**src/rtl/serial_pkg.sv**
```systemverilog
// Shared definitions for the serial transmitter and receiver: the frame FSM
// state encoding and the fixed line levels of a UART-style frame.
package serial_pkg;

   localparam int   DATA_BITS   = 8;
   localparam logic START_LEVEL = 1'b0;
   localparam logic STOP_LEVEL  = 1'b1;
   localparam logic IDLE_LEVEL  = 1'b1;

   typedef enum logic [2:0] {
      IDLE,
      START,
      DATA,
      PARITY,
      STOP
   } state_t;

endpackage

```
**src/rtl/bit_timer.sv**
```systemverilog
// Bit-period timer shared by the serial transmitter and receiver.
// A down-counter reloads to CLKS_PER_BIT-1 on clear and on every terminal
// count, so one bit period is exactly CLKS_PER_BIT enabled cycles.
// bit_done marks the last cycle of a bit, bit_almost the cycle before it.
module bit_timer #(
   parameter int CLKS_PER_BIT = 10
) (
   input  logic clock,
   input  logic reset,
   input  logic clear,
   input  logic enable,
   output logic bit_done,
   output logic bit_almost
);

   localparam int CW = (CLKS_PER_BIT > 1) ? $clog2(CLKS_PER_BIT) : 1;
   localparam logic [CW-1:0] TOP = CW'(CLKS_PER_BIT - 1);

   logic [CW-1:0] count;

   // reload on clear or terminal count, otherwise count down while enabled
   always_ff @(posedge clock or negedge reset) begin
      if (!reset) begin
         count <= '0;
      end else if (clear) begin
         count <= TOP;
      end else if (enable) begin
         if (count == '0) begin
            count <= TOP;
         end else begin
            count <= count - 1'b1;
         end
      end
   end

   // terminal-count compares, qualified so an idle timer never reports a bit
   always_comb begin
      bit_done   = enable && (count == '0);
      bit_almost = enable && (count == CW'(1));
   end

endmodule

```
**src/rtl/serial_transmit.sv**
```systemverilog
// UART-style transmitter: start bit, DATA_BITS data bits LSB first, optional
// even-parity bit, stop bit. Every bit lasts CLKS_PER_BIT clocks.
// Build option: define SERIAL_TRANSMIT_PARITY_EN to insert the parity bit
// between the last data bit and the stop bit (11-bit frame).
//
// state  | meaning
// IDLE   | line high, waiting for txstart
// START  | driving the start bit (low)
// DATA   | driving data bits, LSB first, shifting on each bit boundary
// PARITY | driving even parity of the latched byte (parity build only)
// STOP   | driving the stop bit (high); txfinish in its final cycle
module serial_transmit #(
   parameter int CLKS_PER_BIT = 10,
   parameter int DATA_BITS    = 8
) (
   input  logic                 clock,
   input  logic                 reset,
   input  logic [DATA_BITS-1:0] txdata,
   input  logic                 txstart,
   output logic                 tx,
   output logic                 txbusy,
   output logic                 txfinish
);

   import serial_pkg::*;

   localparam int IDX_W = (DATA_BITS > 1) ? $clog2(DATA_BITS) : 1;
   localparam logic [IDX_W-1:0] LAST_IDX = IDX_W'(DATA_BITS - 1);

   state_t               state;
   logic [DATA_BITS-1:0] shift;
   logic [IDX_W-1:0]     bit_idx;
   logic                 timer_clear;
   logic                 timer_enable;
   logic                 bit_done;
   logic                 bit_almost;
`ifdef SERIAL_TRANSMIT_PARITY_EN
   logic                 parity_bit;
`endif

   // timer restarts on acceptance and runs for the whole frame
   always_comb begin
      timer_clear  = (state == IDLE) && txstart;
      timer_enable = (state != IDLE);
   end

   bit_timer #(
      .CLKS_PER_BIT (CLKS_PER_BIT)
   ) u_bit_timer (
      .clock      (clock),
      .reset      (reset),
      .clear      (timer_clear),
      .enable     (timer_enable),
      .bit_done   (bit_done),
      .bit_almost (bit_almost)
   );

   // frame sequencer; tx, txbusy and txfinish all come straight from flops
   always_ff @(posedge clock or negedge reset) begin
      if (!reset) begin
         state    <= IDLE;
         tx       <= IDLE_LEVEL;
         txbusy   <= 1'b0;
         txfinish <= 1'b0;
         shift    <= '0;
         bit_idx  <= '0;
`ifdef SERIAL_TRANSMIT_PARITY_EN
         parity_bit <= 1'b0;
`endif
      end else begin
         txfinish <= 1'b0;
         case (state)
            IDLE: begin
               tx     <= IDLE_LEVEL;
               txbusy <= 1'b0;
               if (txstart) begin
                  shift   <= txdata;
                  bit_idx <= '0;
`ifdef SERIAL_TRANSMIT_PARITY_EN
                  parity_bit <= ^txdata;
`endif
                  tx      <= START_LEVEL;
                  txbusy  <= 1'b1;
                  state   <= START;
               end
            end
            START: begin
               if (bit_done) begin
                  tx      <= shift[0];
                  shift   <= shift >> 1;
                  bit_idx <= '0;
                  state   <= DATA;
               end
            end
            DATA: begin
               if (bit_done) begin
                  if (bit_idx == LAST_IDX) begin
`ifdef SERIAL_TRANSMIT_PARITY_EN
                     tx    <= parity_bit;
                     state <= PARITY;
`else
                     tx    <= STOP_LEVEL;
                     state <= STOP;
`endif
                  end else begin
                     tx      <= shift[0];
                     shift   <= shift >> 1;
                     bit_idx <= bit_idx + 1'b1;
                  end
               end
            end
            PARITY: begin
`ifdef SERIAL_TRANSMIT_PARITY_EN
               if (bit_done) begin
                  tx    <= STOP_LEVEL;
                  state <= STOP;
               end
`else
               // unreachable without the parity option; fall back to idle
               tx     <= IDLE_LEVEL;
               txbusy <= 1'b0;
               state  <= IDLE;
`endif
            end
            STOP: begin
               // raise txfinish one cycle early so it lands on the final cycle
               if (bit_almost) begin
                  txfinish <= 1'b1;
               end
               if (bit_done) begin
                  tx     <= IDLE_LEVEL;
                  txbusy <= 1'b0;
                  state  <= IDLE;
               end
            end
            default: begin
               tx     <= IDLE_LEVEL;
               txbusy <= 1'b0;
               state  <= IDLE;
            end
         endcase
      end
   end

endmodule

```
**config.mk**
```make
export PLATFORM = sky130hd
export DESIGN_NAME = serial_transmit
export DESIGN_NICKNAME = d
export VERILOG_FILES = /design/src/rtl/serial_pkg.sv /design/src/rtl/bit_timer.sv /design/src/rtl/serial_transmit.sv
export SDC_FILE = /design/constraint.sdc
export NUM_CORES = 1
export LEC_CHECK = 0
export ABC_CLOCK_PERIOD_IN_PS = 2960
export BUFFER_PORTS_ARGS = -buffer_cell sky130_fd_sc_hd__buf_2
export CORE_MARGIN = 4
export CORE_UTILIZATION = 55
export CTS_CLUSTER_DIAMETER = 120
export CTS_CLUSTER_SIZE = 28
export DETAILED_ROUTE_END_ITERATION = 6
export PLACE_DENSITY = 0.73
export SYNTH_ARGS = -nofsm -noshare
export SYNTH_HDL_FRONTEND = slang
export SYNTH_SLANG_ARGS = --single-unit
```
**constraint.sdc**
```tcl
create_clock -name clock -period 2.96 [get_ports clock]
set_clock_uncertainty 0.2 [all_clocks]
set_input_delay 0.592 -clock clock [delete_from_list [all_inputs] [get_ports clock]]
set_output_delay 0.592 -clock clock [all_outputs]
set_load 0.01 [all_outputs]
```
# ---- Yosys cells after proc, flatten, opt, wreduce, memory -nomap -nowiden
# Index checks and enable logic that the tools add are counted.
dict set report totals {
  reg_bits 21
  latchBits 0
  mem_bits_rw 0
  romBits 0
  memories 0
}
dict set report op_classes {
  add_sub_neg 2
  mul 0
  n_div 0
  order_cmp 0
  eq_ne 11
  shift 0
  n_mux 29
  bitwise 1
  n_reduce_logical 13
}
# operator count
set ops {}
lappend ops {{two-way mux 8 bit} 4}
lappend ops {{two-way mux 3 bit} 8}
lappend ops {{case mux 8 bit (3 select lines)} 1}
lappend ops {{two-way mux 4 bit} 3}
lappend ops {{inequality test 2 bit, second input constant} 6}
lappend ops {{case mux 3 bit (4 select lines)} 1}
lappend ops {{AND reduction 5 bit} 2}
lappend ops {{two-way mux 1 bit} 9}
lappend ops {{case mux 3 bit (3 select lines)} 1}
lappend ops {{== test 3 bit, second input constant} 2}
lappend ops {{nonzero test 3 bit} 2}
lappend ops {{== test 4 x 1 -> 1 bit, second input constant} 1}
lappend ops {{zero test 4 bit} 1}
lappend ops {{case mux 1 bit (4 select lines)} 1}
lappend ops {{subtractor 4 x 1 -> 4 bit, second input constant} 1}
lappend ops {{adder 3 x 1 -> 3 bit, second input constant} 1}
lappend ops {{== test 3 x 1 -> 1 bit, second input constant} 1}
lappend ops {{== test 3 x 2 -> 1 bit, second input constant} 1}
lappend ops {{logical AND 1 bit} 3}
lappend ops {{zero test 3 bit} 1}
lappend ops {{case mux 1 bit (3 select lines)} 1}
lappend ops {{AND reduction 3 bit} 1}
lappend ops {{AND reduction 2 bit} 1}
lappend ops {{nonzero test 2 bit} 1}
lappend ops {{2 further kinds} 2}

# ---- Longest topological paths before layout
dict set report depth {
  word_depth 4
  ltp_mapped 7
  depth_no_buf 6
}

# ---- Modules after synthesis
# A second synthesis with hierarchy kept.
dict set report hier_totals {
  hier_cells 126
  area_unflattened_um2 1268.7
}
# mod instances cells_per_inst area_per_inst_um2 seq_area_each_um2
set by_module_without_submodules {}
lappend by_module_without_submodules {serial_transmit 1 96 994.7 426.7}
lappend by_module_without_submodules {bit_timer 1 30 274.0 100.1}

# ---- Least setup slack after synthesis
# Ideal clock, no wire load.
dict set report synth_timing {
  path_type {register -> register}
  startpoint {register bit_idx[0]}
  endpoint {register bit_idx[0]}
  setup_ns 0.125
  arrival_ns 1.933
  setup_slack_ns 0.702
  stages_incl_launch_ff 7
  path_buffers 0
  period_less_slack_ns 2.258
  cell_sequence {dfrtp_1 ha_1 ha_1 or3b_4 a21oi_4 a21boi_2 mux2_2}
}
dict set report synth_via {
  elab_chain_len 4
  word_cells_on_any_way 7
  classes_between {add/sub: 1; eq/ne: 2; mux: 3; reduce/logical: 1}
}
# item line_no
set synth_lines {}
lappend synth_lines {{start: declaration} serial_transmit.sv:32} ;# logic [IDX_W-1:0] bit_idx;
lappend synth_lines {{start signal: assignment} serial_transmit.sv:108} ;# bit_idx <= bit_idx + 1'b1;
lappend synth_lines {{adder 3 x 1 -> 3 bit} serial_transmit.sv:108}
lappend synth_lines {{two-way mux 3 bit} serial_transmit.sv:97} ;# if (bit_idx == LAST_IDX) begin
lappend synth_lines {{two-way mux 3 bit} serial_transmit.sv:96} ;# if (bit_done) begin
lappend synth_lines {{case mux 3 bit (3 select lines)} serial_transmit.sv:72} ;# case (state)
# Parallel ways exist; a longest one is shown, timed or not. The select of a mux whose other input is x is not followed.
# A chain may end at the register's enable or synchronous reset.

# ---- Worst setup path in the final report
# Ends and elaborated chain as after synthesis.

==> summary.md <==
Summing all placed instances gives a cell area of 1182 um2. The final layout contains 135 nets. After floorplanning, the core was divided into 15 placement rows. The tool flagged a number of max-cap violations equal to 0.

The number of clock buffers added by TritonCTS is 3. Cells with a size suffix above 1 make up 21.19% of the layout. The first global-routing pass estimated 3339 um of wire. The detail route stage leaves a number of antenna-violating nets equal to 0.

The async set or reset register ratio after synthesis was 100.0%. The number of buffers and inverters on the critical path is 0. By area, the combinational part of the netlist is dominated by compound AO/OA/AOI/OAI gates. For this design, the CTS-stage hold fixing added 0 buffers. The clock drives 21 sinks. Basic-gate share of the synthesized area counting and, or, nand and nor cells: 14.92%. In the final routed layout, each cell accounts on average for 13.75 um.

The logs give 0 for the final hold violation count and 556.9 uV for the peak supply drop. The number of antenna violations at the first check in global routing was 0. Measured against its own limit, the worst slew margin works out to 61.70%.

The completed layout was analyzed and its total power is 1.222 mW. The top fanout value on the critical path was 10. The top achievable clock speed came out at 420.0 MHz. For the switching power, the log shows 0.4690 mW. The library cell used most frequently in the layout, excluding fill and tap cells, is dfrtp_1.

Among the stages of the critical path, the cell type that occurs most often is ha_1. Internal power comes to 0.7525 mW. The cell count after synthesis came out at 105.

For this configuration, the core starts out at a cell density of 60.82%. The logs give 121 for the total nets after synthesis and 10.8% for the part of the power in the clock network. In this run the critical register-to-register path is launched from bit_idx[0]. Summing the areas of all xor and xnor instances in the mapped netlist gives 1.582% of the synthesized area.

The length of the first detailed-routing pass in iterations was 3. The cell type of the slowest stage on the worst timing path was dfrtp_1. Input and output buffers added on the ports amount to 13.

Flip-flop and latch count after synthesis: 21. For this design the top-level I/O count stands at 14. The die is 52.87 um wide. The number of placed instances, taps included, is 139. The wire-length estimate of the detail-placed layout is 1417 um.

In the routed layout, each cell is associated on average with a via count of 5.441. The start point of the critical path is bit_idx[0]. Number of violations reported at the end of detailed-routing iteration 0: 5.

In the synthesized netlist the dominant register cell turns out to be dfrtp_1. The later-pin clock latency in the skew report came out at 290 ps. Compared with the post-synthesis result, the final layout area differs by 9.153%. Summing the areas of all compound-gate instances in the mapped netlist gives 21.58% of the synthesized area. The synthesized netlist devotes 5.650% of its cell area to adder and majority cells. Clock-pin slew was measured on the worst setup and hold paths at 110 ps. Switching power share of the total: 38.40%. On the worst path, the slowest cell contributes a delay of 410 ps. Entering global routing, the biggest net connects 22 pins.

The via count of the first global-routing pass is 756, and the final design area excluding fillers is 1209 um2. The worst setup path is captured at a flop. The maximum level of the CTS H-tree is 1, and the proportion of power drawn by combinational gates is 47.5%. After detailed routing, the number of remaining DRC violations is 0.

Traced cell by cell, the critical path runs through ha_1, ha_1, or3b_4, a21oi_4, a21boi_2, mux2_2. In this run the worst hold path is classified as in -> async. The minimum setup slack in the final design is 579.2 ps, and the final setup TNS is 0 ps.

The worst register-to-register path ends at bit_idx[0]. At the end of routability-driven placement, the weighted congestion stood at 0.7354. In the layout the commonest cells are dfrtp_1 (20), buf_2 (13), o22ai_1 (8). The run finished with clean final reports. The minimum period implied by the final worst setup slack works out to 2381 ps. The area of the core was 1821 um2; the power per cell area was 1011 nW/um2. 0 antenna diodes ended up in the layout. The worst-margin pin slew was 568.4 ps.

The most critical setup path has its endpoint at bit_idx[0]. In this run the deepest clock path goes through 2 buffers. The synthesized design contains 0 enable-type register cells. The cell chosen for the clock root was clkbuf_4.

The non-filler instance count after layout came out at 143. Synthesized area per cell: 10.55 um2. The fraction of synthesized area in multiplexers came out at 3.729%.

Summed over all cells, the static leakage comes to 0.5396 nW. The number of warnings printed during yosys synthesis came out at 0. STA classifies the critical path startpoint as a flop. The mapped netlist covers 1107 um2. Number of cell instances on the worst register-to-register path: 6. TritonCTS built the clock tree. The worst setup path is of the reg -> reg kind. The share of the Yosys chip area taken by registers is 47.57%.

The number of different library cells in the post-synthesis netlist was 35; the data required time at the worst endpoint was 2950 ps. Wires add up to 1966 um. Setup repair after global routing left no endpoint under its margin. Timing analysis after detailed placement gives a worst setup slack of 586.5 ps. Of the available clock period, the critical path in the final layout requires 80.43%. The run gives 580 ps as the register-to-register setup slack.

The logs give 0 for the total overflow reported by the global router and 0 for the count of instances resized after the clock tree is built. The kind of cell adding the most delay to the critical path is compound AO/OA/AOI/OAI gates. Number of buffers inserted by post-CTS setup repair: 0. For the number of pins exceeding their max-slew limit in the final report, the log shows 0. Setup violations remaining at the end of the flow were counted as 0. At the worst endpoint, the arrival time is 2370 ps. The total number of cells along the worst setup path was 6; the routed via count was 778.

The area of the die came out at 2795 um2. The overall routing resource usage is 16.35%, and the overall die height is 52.87 um. In this run, flip-flops and latches consume 41.7% of the power.
## state kept, by name (all words and copies together), names as in the netlist
name / count
shift: 8
u_bit_timer.count: 4
bit_idx: 3
state: 3
tx: 1
txbusy: 1
txfinish: 1
## synthesized netlist by cell type, types with 3 or more instances
master     count  area (um2)
dfrtp_1       20       500.5
inv_1          7       26.28
a2bb2oi_1      7       61.31
a21oi_1        5       25.02
o22ai_1        8       50.05
or3_1          3       18.77
nand2_1        3       11.26
nor2_1         6       22.52
nor3b_1        4       30.03
ha_1           5       62.56
mux2i_1        3       30.03
o21ai_0        7       35.03
## power groups by stage
stage	clock [mW]	sequential [mW]	combinational [mW]
after floorplan	0	0.477	0.512
after global placement	0	0.509	0.576
after detailed placement	0	0.512	0.583
after CTS	0.140	0.506	0.588
after global routing	0.152	0.527	0.652
final	0.132	0.509	0.580
## layout make-up
cell class | count | area, um2
clock buffers | 4 | 26.28
multi-input cells | 72 | 525.5
flip-flops and latches | 21 | 526.8
inverters | 7 | 26.28
repair buffers | 14 | 72.57
well taps | 25 | 31.28
fillers | 157 | 611.8
## worst min path at each step
| stage | startpoint | to | slack (ps) | cells after the start |
|---|---|---|---|---|
| 6_report | reset | bit_idx[0] | 30 | 1 |
| 5_1_grt | reset | u_bit_timer.count[2] | 60 | 1 |
| 4_1_cts | reset | shift[4] | 40 | 1 |
| 3_5_place_dp | tx | tx | 260 | 2 |
| 3_3_place_gp | tx | tx | 250 | 2 |
| 2_1_floorplan | reset | bit_idx[0] | 100 | 0 |
## per-layer routing
metal | track usage [%] | vias up | part of all wire, %
met5 | 0 | - | 0
met4 | 8.936 | 0 | 1.2
met3 | 2.535 | 2 | 3.3
met2 | 24.59 | 12 | 43
met1 | 22.32 | 351 | 53
li1 | - | 413 | -
## through the flow
step           hold WS [ps]  utilization [%]
2_1_floorplan         96.41                -
3_3_place_gp          253.8            64.95
3_5_place_dp          262.8            64.95
4_1_cts               38.81            66.39
5_1_grt               55.32            66.39
6_report              32.46            66.39
## cells by family after synthesis
kind of cell	after synthesis
flip-flops	21
multiplexers	4
AND/OR/NAND/NOR	27
XOR/XNOR	2
adder cells (fa/ha/maj)	5
buffers and inverters	12
AO/OA/AOI/OAI	34
## worst reg2reg max path: cells and delay by family, from the launching register on
| family | cells | cell delay, ps |
|---|---|---|
| and+or+nand+nor | 1 | 390 |
| AOI/OAI and AO/OA | 2 | 520 |
| muxes | 1 | 340 |
| adders and majority gates | 2 | 410 |
| DFF | 1 | 410 |
No activity file was read; power rests on OpenSTA's default activity.
